## src/rtl/square32_seq_if.sv

```systemverilog
// Request/result bundle for the iterative squarer: start/y in, busy/rdy/x out.
interface square32_seq_if #(
  parameter int IN_W = 16
);
  logic              start;
  logic [IN_W-1:0]   y;
  logic              busy;
  logic              rdy;
  logic [2*IN_W-1:0] x;

  modport master (output start, y, input busy, rdy, x);
  modport slave  (input start, y, output busy, rdy, x);
endinterface

```

## src/rtl/square32_seq.sv

```systemverilog
// Iterative shift-add squarer: x = y*y with one add/shift step per clock and
// a fixed IN_W+1 cycle latency from the accepting edge to rdy.
module square32_seq #(
  parameter int IN_W = 16
) (
  input  logic          clk,
  input  logic          reset,
  square32_seq_if.slave bus
);
  localparam int X_W   = 2 * IN_W;
  localparam int CNT_W = $clog2(IN_W + 1);
  localparam logic [CNT_W-1:0] CNT_LAST = CNT_W'(IN_W);

  typedef enum logic [1:0] {
    S_IDLE = 2'd0,
    S_RUN  = 2'd1,
    S_DONE = 2'd2
  } state_t;

  state_t           state_q, state_d;
  logic [X_W-1:0]   mcand_q, mcand_d;
  logic [X_W-1:0]   acc_q,   acc_d;
  logic [X_W-1:0]   x_q,     x_d;
  logic [IN_W-1:0]  mplr_q,  mplr_d;
  logic [CNT_W-1:0] cnt_q,   cnt_d;

  always_ff @(posedge clk or posedge reset) begin
    if (reset) begin
      state_q <= S_IDLE;
      mcand_q <= '0;
      acc_q   <= '0;
      x_q     <= '0;
      mplr_q  <= '0;
      cnt_q   <= '0;
    end else begin
      state_q <= state_d;
      mcand_q <= mcand_d;
      acc_q   <= acc_d;
      x_q     <= x_d;
      mplr_q  <= mplr_d;
      cnt_q   <= cnt_d;
    end
  end

  always_comb begin
    state_d = state_q;
    mcand_d = mcand_q;
    acc_d   = acc_q;
    x_d     = x_q;
    mplr_d  = mplr_q;
    cnt_d   = cnt_q;
    case (state_q)
      S_IDLE, S_DONE: begin
        if (bus.start) begin
          mcand_d = {{IN_W{1'b0}}, bus.y};
          mplr_d  = bus.y;
          acc_d   = '0;
          cnt_d   = '0;
          state_d = S_RUN;
        end
      end
      S_RUN: begin
        // start is deliberately not looked at here: a run cannot be restarted.
        if (cnt_q != CNT_LAST) begin
          if (mplr_q[0]) acc_d = acc_q + mcand_q;
          mcand_d = mcand_q << 1;
          mplr_d  = mplr_q >> 1;
          cnt_d   = cnt_q + CNT_W'(1);
        end else begin
          x_d     = acc_q;
          state_d = S_DONE;
        end
      end
      default: state_d = S_IDLE;
    endcase
  end

  assign bus.busy = (state_q == S_RUN);
  assign bus.rdy  = (state_q == S_DONE);
  assign bus.x    = x_q;
endmodule

```

## src/flat_wrapper.sv

```systemverilog
// flat-port wrapper written by rule: the top's interface ports become plain ports
module square32_seq_flat 
#(
  parameter int IN_W = 16
)
  (clk, reset, bus_start, bus_y, bus_busy, bus_rdy, bus_x);
  square32_seq_if #(.IN_W(IN_W)) bus_i ();
  input  logic clk;
  input  logic reset;
  input wire logic [$bits(bus_i.start)-1:0] bus_start;
  input wire logic [$bits(bus_i.y)-1:0] bus_y;
  output wire logic [$bits(bus_i.busy)-1:0] bus_busy;
  output wire logic [$bits(bus_i.rdy)-1:0] bus_rdy;
  output wire logic [$bits(bus_i.x)-1:0] bus_x;
  assign bus_i.start = bus_start;
  assign bus_i.y = bus_y;
  assign bus_busy = bus_i.busy;
  assign bus_rdy = bus_i.rdy;
  assign bus_x = bus_i.x;
  square32_seq #(.IN_W(IN_W)) u_core (.clk(clk), .reset(reset), .bus(bus_i));
endmodule
```

## config.mk

```make
export PLATFORM = sky130hd
export DESIGN_NAME = square32_seq_flat
export DESIGN_NICKNAME = d
export VERILOG_FILES = /design/src/rtl/square32_seq_if.sv /design/src/rtl/square32_seq.sv /design/src/flat_wrapper.sv
export SDC_FILE = /design/constraint.sdc
export NUM_CORES = 1
export LEC_CHECK = 0
export CAP_MARGIN = 20
export CORE_MARGIN = 8
export CORE_UTILIZATION = 40
export DETAILED_ROUTE_END_ITERATION = 6
export PLACE_DENSITY = 0.61
export SLEW_MARGIN = 20
export SYNTH_ARGS = -nofsm -noshare
export SYNTH_HDL_FRONTEND = slang
export SYNTH_SLANG_ARGS = --single-unit
```

## constraint.sdc

```tcl
create_clock -name clk -period 8.3 [get_ports clk]
set_input_delay 1.66 -clock clk [delete_from_list [all_inputs] [get_ports clk]]
set_output_delay 1.66 -clock clk [all_outputs]
set_load 0.02 [all_outputs]
```

==> impl_results.html <==
<table>
<tr><th>Metric</th><th>Value</th></tr>
<tr><th colspan="2">Run status</th></tr>
<tr><td>Run status</td><td>complete, no violations</td></tr>
<tr><th colspan="2">Placement</th></tr>
<tr><td>Cell count after placement</td><td>around 820</td></tr>
<tr><td>Worst slack at placement</td><td>between 3 and 4 ns</td></tr>
<tr><td>Final weighted congestion in routability-driven placement</td><td>0.8429</td></tr>
<tr><td>Count of buffers inserted at the top-level ports</td><td>52</td></tr>
<tr><td>Post-DP HPWL</td><td>around 10000 um</td></tr>
<tr><td>Instance area after placement</td><td>6908 um2</td></tr>
<tr><th colspan="2">Setup path</th></tr>
<tr><td>Worst path max stage delay</td><td>around 1.1 ns</td></tr>
<tr><td>Worst reg2reg setup slack</td><td>4.79 ns</td></tr>
<tr><td>Data arrival at the endpoint of the critical path</td><td>roughly 3.3 ns</td></tr>
<tr><td>Max Fanout on Critical Path</td><td>34</td></tr>
<tr><td>Critical path's slowest cell</td><td>sky130_fd_sc_hd__clkinv_1</td></tr>
<tr><td>Endpoint class of the critical path</td><td>output port</td></tr>
<tr><td>Required time reported for the critical path endpoint</td><td>6.64 ns</td></tr>
<tr><td>Series of cell instances along the critical path</td><td>nand2b_1, clkinv_1, clkdlybuf4s50_1</td></tr>
<tr><td>Startpoint Class</td><td>flip-flop</td></tr>
<tr><td>Path type of the worst setup path</td><td>reg2out</td></tr>
<tr><th colspan="2">Timing</th></tr>
<tr><td>Maximum clock frequency</td><td>0.2019 GHz</td></tr>
<tr><td>Setup TNS</td><td>0 ns</td></tr>
<tr><td>Setup clock skew after layout</td><td>0.008402 ns</td></tr>
<tr><td>Slew Limit Headroom</td><td>0.3399</td></tr>
<tr><td>Number of max-slew violations in the final report</td><td>0</td></tr>
<tr><td>Hold_ws</td><td>~0.48 ns</td></tr>
<tr><td>Fin worst setup slack</td><td>between 3 and 4 ns</td></tr>
<tr><td>Actual slew at the worst max-slew pin</td><td>0.9841 ns</td></tr>
<tr><td>Fraction of the cycle the final worst path needs</td><td>0.5966</td></tr>
<tr><td>Number of endpoints failing setup at the final stage</td><td>0</td></tr>
<tr><td>RSZ-0062 raised after global routing</td><td>no</td></tr>
<tr><td>Clock period minus worst slack</td><td>4.952 ns</td></tr>
<tr><td>Hold Vio Cnt, Final</td><td>0</td></tr>
<tr><th colspan="2">Global routing</th></tr>
<tr><td>Via count of the first global-routing pass</td><td>between 4000 and 5000</td></tr>
<tr><td>Global router's overall resource usage</td><td>0.1483</td></tr>
<tr><td>Pin count of the biggest net entering global routing</td><td>73</td></tr>
<tr><td>Number of antenna violations at the first check in global routing</td><td>0</td></tr>
<tr><td>GRT Residual Overflow</td><td>0</td></tr>
<tr><td>First-pass GRT wire length</td><td>23490 um</td></tr>
<tr><th colspan="2">Routing</th></tr>
<tr><td>Antenna viol nets, final</td><td>0</td></tr>
<tr><td>Detailed-router iteration count before antenna repair</td><td>4</td></tr>
<tr><td>Total vias in the final route</td><td>4614</td></tr>
<tr><td>DRC viols</td><td>0</td></tr>
<tr><td>Wirelength, routed</td><td>roughly 14000 um</td></tr>
<tr><td>Count of routing violations after the opening detailed-route iteration</td><td>265</td></tr>
<tr><td>Mean routed wirelength per cell</td><td>16.44 um</td></tr>
<tr><td>Avg Vias per Cell</td><td>5.403</td></tr>
<tr><th colspan="2">Finish</th></tr>
<tr><td>Net count of the finished layout</td><td>between 700 and 800</td></tr>
<tr><td>Non-filler instance count after layout</td><td>854</td></tr>
<tr><td>Post-route core utilization</td><td>0.4974</td></tr>
<tr><td>Ratio of cells with drive above 1 in the final layout</td><td>0.1306</td></tr>
<tr><td>Cell area after layout</td><td>approximately 7600 um2</td></tr>
<tr><td>FF+latch area</td><td>slightly below 3000 um2</td></tr>
<tr><td>Diodes inserted</td><td>0</td></tr>
<tr><td>Multi-input gate area in the final layout</td><td>between 3000 and 4000 um2</td></tr>
<tr><td>Area Growth Syn to Fin</td><td>21.98%</td></tr>
<tr><td>Fillers</td><td>around 1400</td></tr>
<tr><th colspan="2">Synthesis</th></tr>
<tr><td>Dominant cells by area after synthesis</td><td>sky130_fd_sc_hd__dfrtp_1, sky130_fd_sc_hd__ha_1, sky130_fd_sc_hd__mux2_2</td></tr>
<tr><td>Fraction of post-synthesis cell area in the top cell type by area</td><td>0.4803</td></tr>
<tr><td>Number of synthesized flops with an enable pin</td><td>0</td></tr>
<tr><td>Cell type contributing the most total cell area after synthesis</td><td>sky130_fd_sc_hd__dfrtp_1</td></tr>
<tr><td>Dominant synthesized flop cell</td><td>sky130_fd_sc_hd__dfrtp_1</td></tr>
<tr><td>Proportion of register bits with asynchronous set or reset after synthesis</td><td>1.000</td></tr>
<tr><td>Post-synthesis sequential element count</td><td>between 100 and 150</td></tr>
<tr><td>Syn Std Cell Area</td><td>between 6000 and 7000 um2</td></tr>
<tr><td>Sequential fraction of the synthesis area</td><td>0.4803</td></tr>
<tr><td>Average cell area after synthesis</td><td>10.28 um2</td></tr>
<tr><td>Count of synthesis-stage warnings from yosys</td><td>0</td></tr>
<tr><td>Count of distinct cell types in the synthesized netlist</td><td>57</td></tr>
<tr><td>Number of instances in the synthesized netlist</td><td>603</td></tr>
<tr><td>Syn nets</td><td>656</td></tr>
<tr><th colspan="2">Clock tree</th></tr>
<tr><td>Post-CTS Setup Bufs</td><td>0</td></tr>
<tr><td>H-tree Lvls</td><td>4</td></tr>
<tr><td>Number of instances resized during post-cts repair</td><td>0</td></tr>
<tr><td>Clock root buffer</td><td>sky130_fd_sc_hd__clkbuf_16</td></tr>
<tr><td>Number of sinks driven by the clock tree</td><td>119</td></tr>
<tr><td>Worst-skew pair later-pin latency</td><td>0.43 ns</td></tr>
<tr><td>Clock buffers created by TritonCTS</td><td>17</td></tr>
<tr><td># hold bufs at CTS</td><td>0</td></tr>
<tr><td>Clock tree from TritonCTS</td><td>yes</td></tr>
<tr><td>Worst-path clk slew</td><td>0.06 ns</td></tr>
<tr><td>Max Root-Sink Buffers</td><td>2</td></tr>
<tr><th colspan="2">Floorplanning</th></tr>
<tr><td>Die height</td><td>140.5 um</td></tr>
<tr><td>Die extent in x</td><td>140.5 um</td></tr>
<tr><td>Initial core utilization</td><td>0.4078</td></tr>
<tr><td>Top-level I/O count</td><td>53</td></tr>
<tr><td>Row cnt</td><td>45</td></tr>
<tr><td>Standard cell core area</td><td>between 15000 and 20000 um2</td></tr>
<tr><td>Area enclosed by the die boundary</td><td>between 15000 and 20000 um2</td></tr>
<tr><th colspan="2">Power and ir drop</th></tr>
<tr><td>Power Total</td><td>3.323 mW</td></tr>
<tr><td>Leakage power summed over all cells</td><td>3.527 nW</td></tr>
<tr><td>Peak supply drop</td><td>213.5 uV</td></tr>
<tr><td>Power density normalized to cell area</td><td>439.4 nW/um2</td></tr>
<tr><th colspan="2">Min path</th></tr>
<tr><td>Worst hold path type</td><td>reg2reg</td></tr>
<tr><th colspan="2">Run</th></tr>
<tr><td>Max-cap check violation count</td><td>0</td></tr>
</table>
final cells by class:
class	count	share of cell area
multi-input cells	444	0.4065
flip-flops and latches	119	0.3938
repair buffers	58	0.07478
clock buffers	22	0.06403
well taps	188	0.03111
clock inverters	9	0.02250
inverters	14	0.007280
synthesized netlist by cell type, drive strengths merged (2+ instances only):
| cell type | instances |
|---|---|
| a211oi | 2 |
| a21o | 14 |
| a21oi | 49 |
| a22o | 26 |
| a311oi | 2 |
| a31oi | 6 |
| a32o | 2 |
| and2 | 11 |
| and3 | 6 |
| buf | 4 |
| clkbuf | 22 |
| dfrtp | 119 |
| ha | 33 |
| inv | 13 |
| mux2 | 31 |
| mux2i | 5 |
| nand2 | 88 |
| nand2b | 4 |
| nand3 | 13 |
| nand4 | 4 |
| nor2 | 24 |
| nor2b | 4 |
| nor3 | 4 |
| o211ai | 5 |
| o21a | 6 |
| o21ai | 58 |
| o21bai | 3 |
| o31ai | 2 |
| o41ai | 2 |
| xnor2 | 17 |
| xor2 | 12 |
worst max-delay path, delay by kind of cell (launching register included):
kind          cells  cell delay (ns)
buf+inv           2             1.85
flops             1             0.40
simple gates      1             0.62
where the power goes:
| part | internal [mW] | switching (mW) |
|---|---|---|
| combinational | 0.654 | 0.836 |
| sequential | 0.822 | 0.192 |
| clock | 0.560 | 0.259 |
| total | 2.04 | 1.29 |
path summary, 6_finish.rpt:
kind | to | start | cells past startpoint
hold / removal | u_core.mplr_q[2] | u_core.mplr_q[2] | 2
setup / recovery | bus_busy | u_core.state_q[0] | 3
hold reg to reg | u_core.mplr_q[2] | u_core.mplr_q[2] | 2
setup reg to reg | u_core.bus.x[22] | u_core.state_q[0] | 5
max in group asynchronous | u_core.bus.x[31] | reset | 3
min in group asynchronous | u_core.bus.x[4] | reset | 2
state kept, by name (all words and copies together), names as in the netlist:
signal / cells
u_core.acc_q: 32
u_core.mcand_q: 32
u_core.bus.x: 32
u_core.state_q: 2
u_core.cnt_q: 5
u_core.mplr_q: 16
layer usage:
| layer | vias up | part of all wire | track usage |
|---|---|---|---|
| met5 | - | 0 | 0 |
| met2 | 90 | 0.46 | 0.2326 |
| met4 | 0 | 0.015 | 0.06109 |
| met3 | 18 | 0.043 | 0.03466 |
| li1 | 2274 | - | - |
| met1 | 2232 | 0.48 | 0.1935 |
cells by family after synthesis:
| kind of cell | count (synthesis) | share of synthesized area |
|---|---|---|
| compound gates | 184 | 0.2030 |
| xor+xnor | 29 | 0.04097 |
| fa+ha+maj | 34 | 0.06983 |
| buf+inv | 40 | 0.02482 |
| flops | 119 | 0.4803 |
| mux | 36 | 0.06438 |
| simple gates | 161 | 0.1166 |
cells in the final DEF (no fill, tap or decap), types with 6 or more instances in the layout:
cell type,n
sky130_fd_sc_hd__clkbuf_16,17
sky130_fd_sc_hd__nor2_1,22
sky130_fd_sc_hd__mux2_2,31
sky130_fd_sc_hd__dfrtp_1,119
sky130_fd_sc_hd__ha_1,33
sky130_fd_sc_hd__and3_1,6
sky130_fd_sc_hd__xor2_1,12
sky130_fd_sc_hd__clkdlybuf4s50_1,52
sky130_fd_sc_hd__xnor2_1,17
sky130_fd_sc_hd__a22o_1,26
sky130_fd_sc_hd__nand3_1,13
sky130_fd_sc_hd__o21ai_0,50
sky130_fd_sc_hd__nand2_1,88
sky130_fd_sc_hd__buf_4,6
sky130_fd_sc_hd__inv_1,11
sky130_fd_sc_hd__a21o_1,13
sky130_fd_sc_hd__and2_1,11
sky130_fd_sc_hd__a21oi_1,46
sky130_fd_sc_hd__o21a_1,6
No activity file was read; power rests on OpenSTA's default activity.
